## src/rtl/gf180mcu_fd_sc_mcu9t5v0__arb3_rr_pkg.sv

```systemverilog
// Shared definitions for the three-requester round-robin arbiter.
//   owner_t       : 2-bit owner code, 0 = none, 1..3 = requester index
//   ST_IDLE/ST_OWN: FSM state codes
//   owner_onehot  : owner code -> one-hot grant vector (bit 0 = requester 1)
package gf180mcu_fd_sc_mcu9t5v0__arb3_rr_pkg;

  localparam int unsigned N_REQ = 3;

  typedef logic [1:0] owner_t;

  localparam owner_t OWN_NONE = 2'd0;
  localparam owner_t OWN_1    = 2'd1;
  localparam owner_t OWN_2    = 2'd2;
  localparam owner_t OWN_3    = 2'd3;

  localparam logic ST_IDLE = 1'b0;
  localparam logic ST_OWN  = 1'b1;

  function automatic logic [N_REQ-1:0] owner_onehot(input owner_t o);
    logic [N_REQ-1:0] oh;
    oh = '0;
    if (o != OWN_NONE) oh[o - 2'd1] = 1'b1;
    return oh;
  endfunction

endpackage

```

## src/rtl/gf180mcu_fd_sc_mcu9t5v0__arb3_rr_if.sv

```systemverilog
// Request/grant bundle between the requesters and the arbiter.
//   REQ1..REQ3 : requests, driven by the master side
//   GNT1..GNT3 : one-hot registered grants, driven by the arbiter (slave side)
//   ZN         : registered active-low "any grant" flag
interface gf180mcu_fd_sc_mcu9t5v0__arb3_rr_if;

  logic REQ1;
  logic REQ2;
  logic REQ3;
  logic GNT1;
  logic GNT2;
  logic GNT3;
  logic ZN;

  modport master (
    output REQ1, REQ2, REQ3,
    input  GNT1, GNT2, GNT3, ZN
  );

  modport slave (
    input  REQ1, REQ2, REQ3,
    output GNT1, GNT2, GNT3, ZN
  );

endinterface

```

## src/rtl/gf180mcu_fd_sc_mcu9t5v0__arb3_rr_pick.sv

```systemverilog
// Rotating-priority selector, purely combinational.
//   req    : request vector (bit 0 = requester 1)
//   ptr    : last owner; search starts at ptr+1 and wraps over 1..3
//   excl   : requesters not eligible this round
//   winner : selected requester code, OWN_NONE when nobody is eligible
module gf180mcu_fd_sc_mcu9t5v0__arb3_rr_pick
  import gf180mcu_fd_sc_mcu9t5v0__arb3_rr_pkg::*;
(
  input  logic [N_REQ-1:0] req,
  input  owner_t           ptr,
  input  logic [N_REQ-1:0] excl,
  output owner_t           winner
);

  logic [N_REQ-1:0] avail;

  assign avail = req & ~excl;

  always_comb begin
    int   idx;
    logic found;
    idx    = 0;
    found  = 1'b0;
    winner = OWN_NONE;
    // Visit candidates in priority order; the first available one wins.
    for (int i = 1; i <= int'(N_REQ); i++) begin
      idx = (int'(ptr) + i - 1) % int'(N_REQ);
      if (!found && avail[idx[1:0]]) begin
        found  = 1'b1;
        winner = owner_t'(idx + 1);
      end
    end
  end

endmodule

```

## src/rtl/gf180mcu_fd_sc_mcu9t5v0__arb3_rr.sv

```systemverilog
// Three-requester round-robin arbiter with bounded hold time.
//   CLK : rising-edge clock
//   RN  : asynchronous active-low reset
//   bus : slave side of the request/grant bundle (REQ1..3 in, GNT1..3/ZN out)
// HOLD_MAX bounds how long one owner keeps the grant while others wait; 0 disables it.
module gf180mcu_fd_sc_mcu9t5v0__arb3_rr
  import gf180mcu_fd_sc_mcu9t5v0__arb3_rr_pkg::*;
#(
  parameter int unsigned  HOLD_MAX = 16,
  localparam int unsigned CW       = (HOLD_MAX == 0) ? 1 : $clog2(HOLD_MAX + 1)
) (
  input logic                                 CLK,
  input logic                                 RN,
  gf180mcu_fd_sc_mcu9t5v0__arb3_rr_if.slave   bus
);

  localparam logic [CW-1:0] CNT_MAX  = CW'(HOLD_MAX);
  localparam logic [CW-1:0] CNT_LAST = CW'((HOLD_MAX == 0) ? 0 : HOLD_MAX - 1);
  localparam logic          TO_EN    = (HOLD_MAX != 0);

  logic             state_q, state_d;
  owner_t           owner_q, owner_d;
  owner_t           ptr_q, ptr_d;
  owner_t           winner;
  logic [CW-1:0]    cnt_q, cnt_d;
  logic [N_REQ-1:0] req, owner_oh, gnt_q, gnt_d;
  logic             zn_q;
  logic             owner_req, others_req, timeout;

  assign req        = {bus.REQ3, bus.REQ2, bus.REQ1};
  assign owner_oh   = owner_onehot(owner_q);
  assign owner_req  = |(req & owner_oh);
  assign others_req = |(req & ~owner_oh);
  // >= rather than ==: once saturated with nobody waiting, a later requester
  // still preempts at its first edge instead of being starved.
  assign timeout    = TO_EN && (cnt_q >= CNT_LAST) && others_req;

  // The owner is excluded so a timeout always hands over to someone else.
  gf180mcu_fd_sc_mcu9t5v0__arb3_rr_pick u_pick (
    .req    (req),
    .ptr    (ptr_q),
    .excl   (owner_oh),
    .winner (winner)
  );

  always_comb begin
    state_d = state_q;
    owner_d = owner_q;
    ptr_d   = ptr_q;
    cnt_d   = cnt_q;
    case (state_q)
      ST_IDLE: begin
        if (winner != OWN_NONE) begin
          state_d = ST_OWN;
          owner_d = winner;
          ptr_d   = winner;
          cnt_d   = '0;
        end
      end
      default: begin
        if (!owner_req || timeout) begin
          cnt_d = '0;
          if (winner != OWN_NONE) begin
            // Zero-idle handover: old grant drops and new one rises on the same edge.
            owner_d = winner;
            ptr_d   = winner;
          end else begin
            owner_d = OWN_NONE;
            state_d = ST_IDLE;
          end
        end else if (cnt_q != CNT_MAX) begin
          cnt_d = cnt_q + CW'(1);
        end
      end
    endcase
  end

  assign gnt_d = owner_onehot(owner_d);

  always_ff @(posedge CLK or negedge RN) begin
    if (!RN) begin
      state_q <= ST_IDLE;
      owner_q <= OWN_NONE;
      ptr_q   <= OWN_3;
      cnt_q   <= '0;
      gnt_q   <= '0;
      zn_q    <= 1'b1;
    end else begin
      state_q <= state_d;
      owner_q <= owner_d;
      ptr_q   <= ptr_d;
      cnt_q   <= cnt_d;
      gnt_q   <= gnt_d;
      zn_q    <= ~|gnt_d;
    end
  end

  assign bus.GNT1 = gnt_q[0];
  assign bus.GNT2 = gnt_q[1];
  assign bus.GNT3 = gnt_q[2];
  assign bus.ZN   = zn_q;

endmodule

```

## src/flat_wrapper.sv

```systemverilog
// flat-port wrapper written by rule: the top's interface ports become plain ports
module gf180mcu_fd_sc_mcu9t5v0__arb3_rr_flat import gf180mcu_fd_sc_mcu9t5v0__arb3_rr_pkg::*;
#(
  parameter int unsigned  HOLD_MAX = 16,
  localparam int unsigned CW       = (HOLD_MAX == 0) ? 1 : $clog2(HOLD_MAX + 1)
)
  (CLK, RN, bus_REQ1, bus_REQ2, bus_REQ3, bus_GNT1, bus_GNT2, bus_GNT3, bus_ZN);
  gf180mcu_fd_sc_mcu9t5v0__arb3_rr_if bus_i ();
  input logic CLK;
  input logic RN;
  input wire logic [$bits(bus_i.REQ1)-1:0] bus_REQ1;
  input wire logic [$bits(bus_i.REQ2)-1:0] bus_REQ2;
  input wire logic [$bits(bus_i.REQ3)-1:0] bus_REQ3;
  output wire logic [$bits(bus_i.GNT1)-1:0] bus_GNT1;
  output wire logic [$bits(bus_i.GNT2)-1:0] bus_GNT2;
  output wire logic [$bits(bus_i.GNT3)-1:0] bus_GNT3;
  output wire logic [$bits(bus_i.ZN)-1:0] bus_ZN;
  assign bus_i.REQ1 = bus_REQ1;
  assign bus_i.REQ2 = bus_REQ2;
  assign bus_i.REQ3 = bus_REQ3;
  assign bus_GNT1 = bus_i.GNT1;
  assign bus_GNT2 = bus_i.GNT2;
  assign bus_GNT3 = bus_i.GNT3;
  assign bus_ZN = bus_i.ZN;
  gf180mcu_fd_sc_mcu9t5v0__arb3_rr #(.HOLD_MAX(HOLD_MAX)) u_core (.CLK(CLK), .RN(RN), .bus(bus_i));
endmodule
```

## config.mk

```make
export PLATFORM = sky130hd
export DESIGN_NAME = gf180mcu_fd_sc_mcu9t5v0__arb3_rr_flat
export DESIGN_NICKNAME = d
export VERILOG_FILES = /design/src/rtl/gf180mcu_fd_sc_mcu9t5v0__arb3_rr_pkg.sv /design/src/rtl/gf180mcu_fd_sc_mcu9t5v0__arb3_rr_if.sv /design/src/rtl/gf180mcu_fd_sc_mcu9t5v0__arb3_rr_pick.sv /design/src/rtl/gf180mcu_fd_sc_mcu9t5v0__arb3_rr.sv /design/src/flat_wrapper.sv
export SDC_FILE = /design/constraint.sdc
export NUM_CORES = 1
export LEC_CHECK = 0
export ABC_AREA = 1
export BUFFER_PORTS_ARGS = -buffer_cell sky130_fd_sc_hd__buf_4
export CELL_PAD_IN_SITES_DETAIL_PLACEMENT = 0
export CELL_PAD_IN_SITES_GLOBAL_PLACEMENT = 1
export CORE_ASPECT_RATIO = 0.8
export CORE_UTILIZATION = 38
export CTS_CLUSTER_DIAMETER = 30
export CTS_CLUSTER_SIZE = 16
export DETAILED_ROUTE_END_ITERATION = 8
export PLACE_DENSITY_LB_ADDON = 0.1
export RECOVER_POWER = 25
export SLEW_MARGIN = 20
export SYNTH_ARGS = -nofsm -noshare
export SYNTH_HDL_FRONTEND = slang
export SYNTH_SLANG_ARGS = --single-unit
```

## constraint.sdc

```tcl
create_clock -name CLK -period 2.1 [get_ports CLK]
set_input_delay 0.42 -clock CLK [delete_from_list [all_inputs] [get_ports CLK]]
set_output_delay 0.42 -clock CLK [all_outputs]
set_load 0.01 [all_outputs]
```

==> results.yml <==
synth:
  ys_types: 22
  synthTopCellsByArea: "dfrtp_1, nand3_1, nand2_1"
  synth_ff_type: "dfrtp_1"
  synth_area_um2: 1092
  synth_most_common_cell: "nand2_1"
  ys_seq_elements: 14
  yosysTopAreaCell: "dfrtp_1"
  synth_edf_count: 0
  syn_nets: 159
  yosys.area.top_type_share_pct: 25.20
  ys_seq_area_share_pct: 32.42
  synthCells: 149
  synthTopCellsByCount: "nand2_1, nand3_1, inv_1"
  synth_warnings: 0
  synth_area_per_cell_um2: 7.331
  async_flop_share_pct: 100.0
route:
  routed_wl_um: 2609
  viasPerCell: 5.056
  vias: 1082
  wl_met2_um: 1153
  routed.top_layer: "met4"
  initialDrtViolationCount: 56
  avgRoutedWirePerCell_um: 12.19
  drc_errors: 0
  met3_length_um: 85
  wl_met1_um: 1365
  ant_nets: 0
  first_pass_iters: 4
sta:
  worstMarginPinSlew_ps: 745.5
  period_needed_ps: 2091
  fmax_mhz: 478.3
  maxSlewViolCount: 0
  setup_viol: 0
  fin_crit_sh_pct: 99.57
  hold_viol: 0
  skew_ps: 3.975
  rsz0062_at_grt: "yes"
  whs_ps: 520.6
  finalSetupTns_ps: 0
  maxSlewHeadroom_pct: 50.30
finish:
  area_delta_synth_final_pct: 36.54
  nNetsFinal: 189
  drive_above_1_share_pct: 45.51
  nFillCells: 226
  layout.cells.non_filler: 214
  utilization_pct: 57.75
  antenna_cells: 0
die:
  io_pins: 9
  dieArea_um2: 3094
  die-height_um: 49.96
  rows: 16
  die_x_um: 61.94
  initial_core_util_pct: 42.30
  core_um2: 2582
clock_network:
  cts_tree: "yes"
  cts_sinks: 14
  cts_buffer_depth: 2
  clk_pin_slew_ps: 80
  clockRootBuffer: "clkbuf_4"
  htree_levels: 1
  cts_buffers: 3
  insertion_delay_ps: 270
worst_setup_path:
  cpMostUsedCell: "nand2_2"
  start_kind: "flip-flop"
  worst-path-buf-inv: 4
  path_max_fanout: 5
  worstSetupEndpointType: "flip-flop"
  path_cells: "inv_1 > ha_4 > inv_4 > nand3_2 > nand2_2 > nand2_2 > nor2_4 > nand3_4 > nand2_4 > inv_1 > nand3_2 > nand2_2 > nand2_2 > nand2_4 > nand2_1 > inv_1"
  critical_path_class: "reg -> reg"
  cpMaxStageDelayCell: "dfstp_2"
  crit_required_ps: 2270
  critPathMaxStageDelay_ps: 550
  cp_top_family: "simple AND/OR/NAND/NOR gates"
  cp.arrival_ps: 2260
placement:
  dp_hpwl_um: 1849
  dpl.cell_count: 203
  gp_congestion: 0.8548
  io_buffers: 8
worst_hold_path:
  worstHoldPathType: "reg -> reg"
global_routing:
  grt_pass1_vias: 916
  grt_usage_pct: 17.50
  antenna_found_initial: 0
  grt_pass1_wl_um: 4112
  grt_max_degree: 15
  overflow: 0
status:
  status: "finished, final reports clean"
flow_run:
  drv_cap: 0
-- worst reg2reg max path: cells and delay by family (launching register included) --
kind | cells | cell delay [ps]
simple gates | 11 | 950
buf+inv | 4 | 240
fa+ha+maj | 1 | 250
flops | 1 | 550
-- what timing repair did --
item                                    CTS  global route
hold buffers                              1             0
endpoints found under the setup margin    9            13
pin swaps                                 1            19
buffers inserted                          0             6
resized for setup                         1            33
endpoints found under the hold margin    11             0
-- layer usage --
layer	vias up	global-route usage, %
li1	549	-
met5	-	0
met4	0	1.111
met2	16	23.40
met1	515	28.57
met3	2	4.724
-- through the flow --
step,cell area [um^2],worst slack (ps)
4_1_cts,1311,18.39
2_1_floorplan,1092,59.69
6_report,1491,9.088
3_3_place_gp,1275,0.2034
3_5_place_dp,1275,-16.63
5_1_grt,1491,-87.26
-- cells in the final DEF (no fill, tap or decap), drive strengths merged --
cell type,n
a21oi,2
buf,24
clkbuf,5
dfrtp,11
dfstp,3
dlygate4sd3,1
ha,5
inv,20
nand2,44
nand3,29
nand4,7
nor2,17
nor3b,1
o21ai,8
xor2,1
-- logic make-up after synthesis --
| family | Yosys count | synth area share [%] |
|---|---|---|
| buf+inv | 21 | 7.330 |
| simple gates | 98 | 48.80 |
| fa+ha+maj | 5 | 5.727 |
| compound gates | 10 | 4.925 |
| flops | 14 | 32.42 |
| xor+xnor | 1 | 0.8020 |
-- area by class of cell --
type / instances / area [um^2] / area share [%]
Tap cell: 36 / 45.04 / 3.020
Sequential cell: 14 / 354.1 / 23.74
Multi-Input combinational cell: 114 / 790.8 / 53.02
Timing Repair Buffer: 26 / 197.7 / 13.26
Clock buffer: 4 / 26.28 / 1.762
Inverter: 20 / 77.57 / 5.201
-- worst paths after layout --
path / startpoint / to / slack (ps) / cells past startpoint
worst max-delay path: u_core.ptr_q[0] / u_core.gnt_q[2] / 9 / 16
worst min-delay path: u_core.ptr_q[0] / u_core.ptr_q[0] / 520 / 2
worst max register to register: u_core.ptr_q[0] / u_core.gnt_q[2] / 9 / 16
worst min register to register: u_core.ptr_q[0] / u_core.ptr_q[0] / 520 / 2
max in group asynchronous: RN / u_core.owner_q[1] / 910 / 2
min in group asynchronous: RN / u_core.cnt_q[2] / 720 / 2
-- flip-flops by register name, indices dropped and copies added, names as in the netlist --
register	cells
u_core.bus.ZN	1
u_core.state_q	1
u_core.owner_q	2
u_core.cnt_q	5
u_core.gnt_q	3
u_core.ptr_q	2
Power is not shown: default switching activity piles up to over one toggle a cycle in this logic, so the estimate is an artifact.
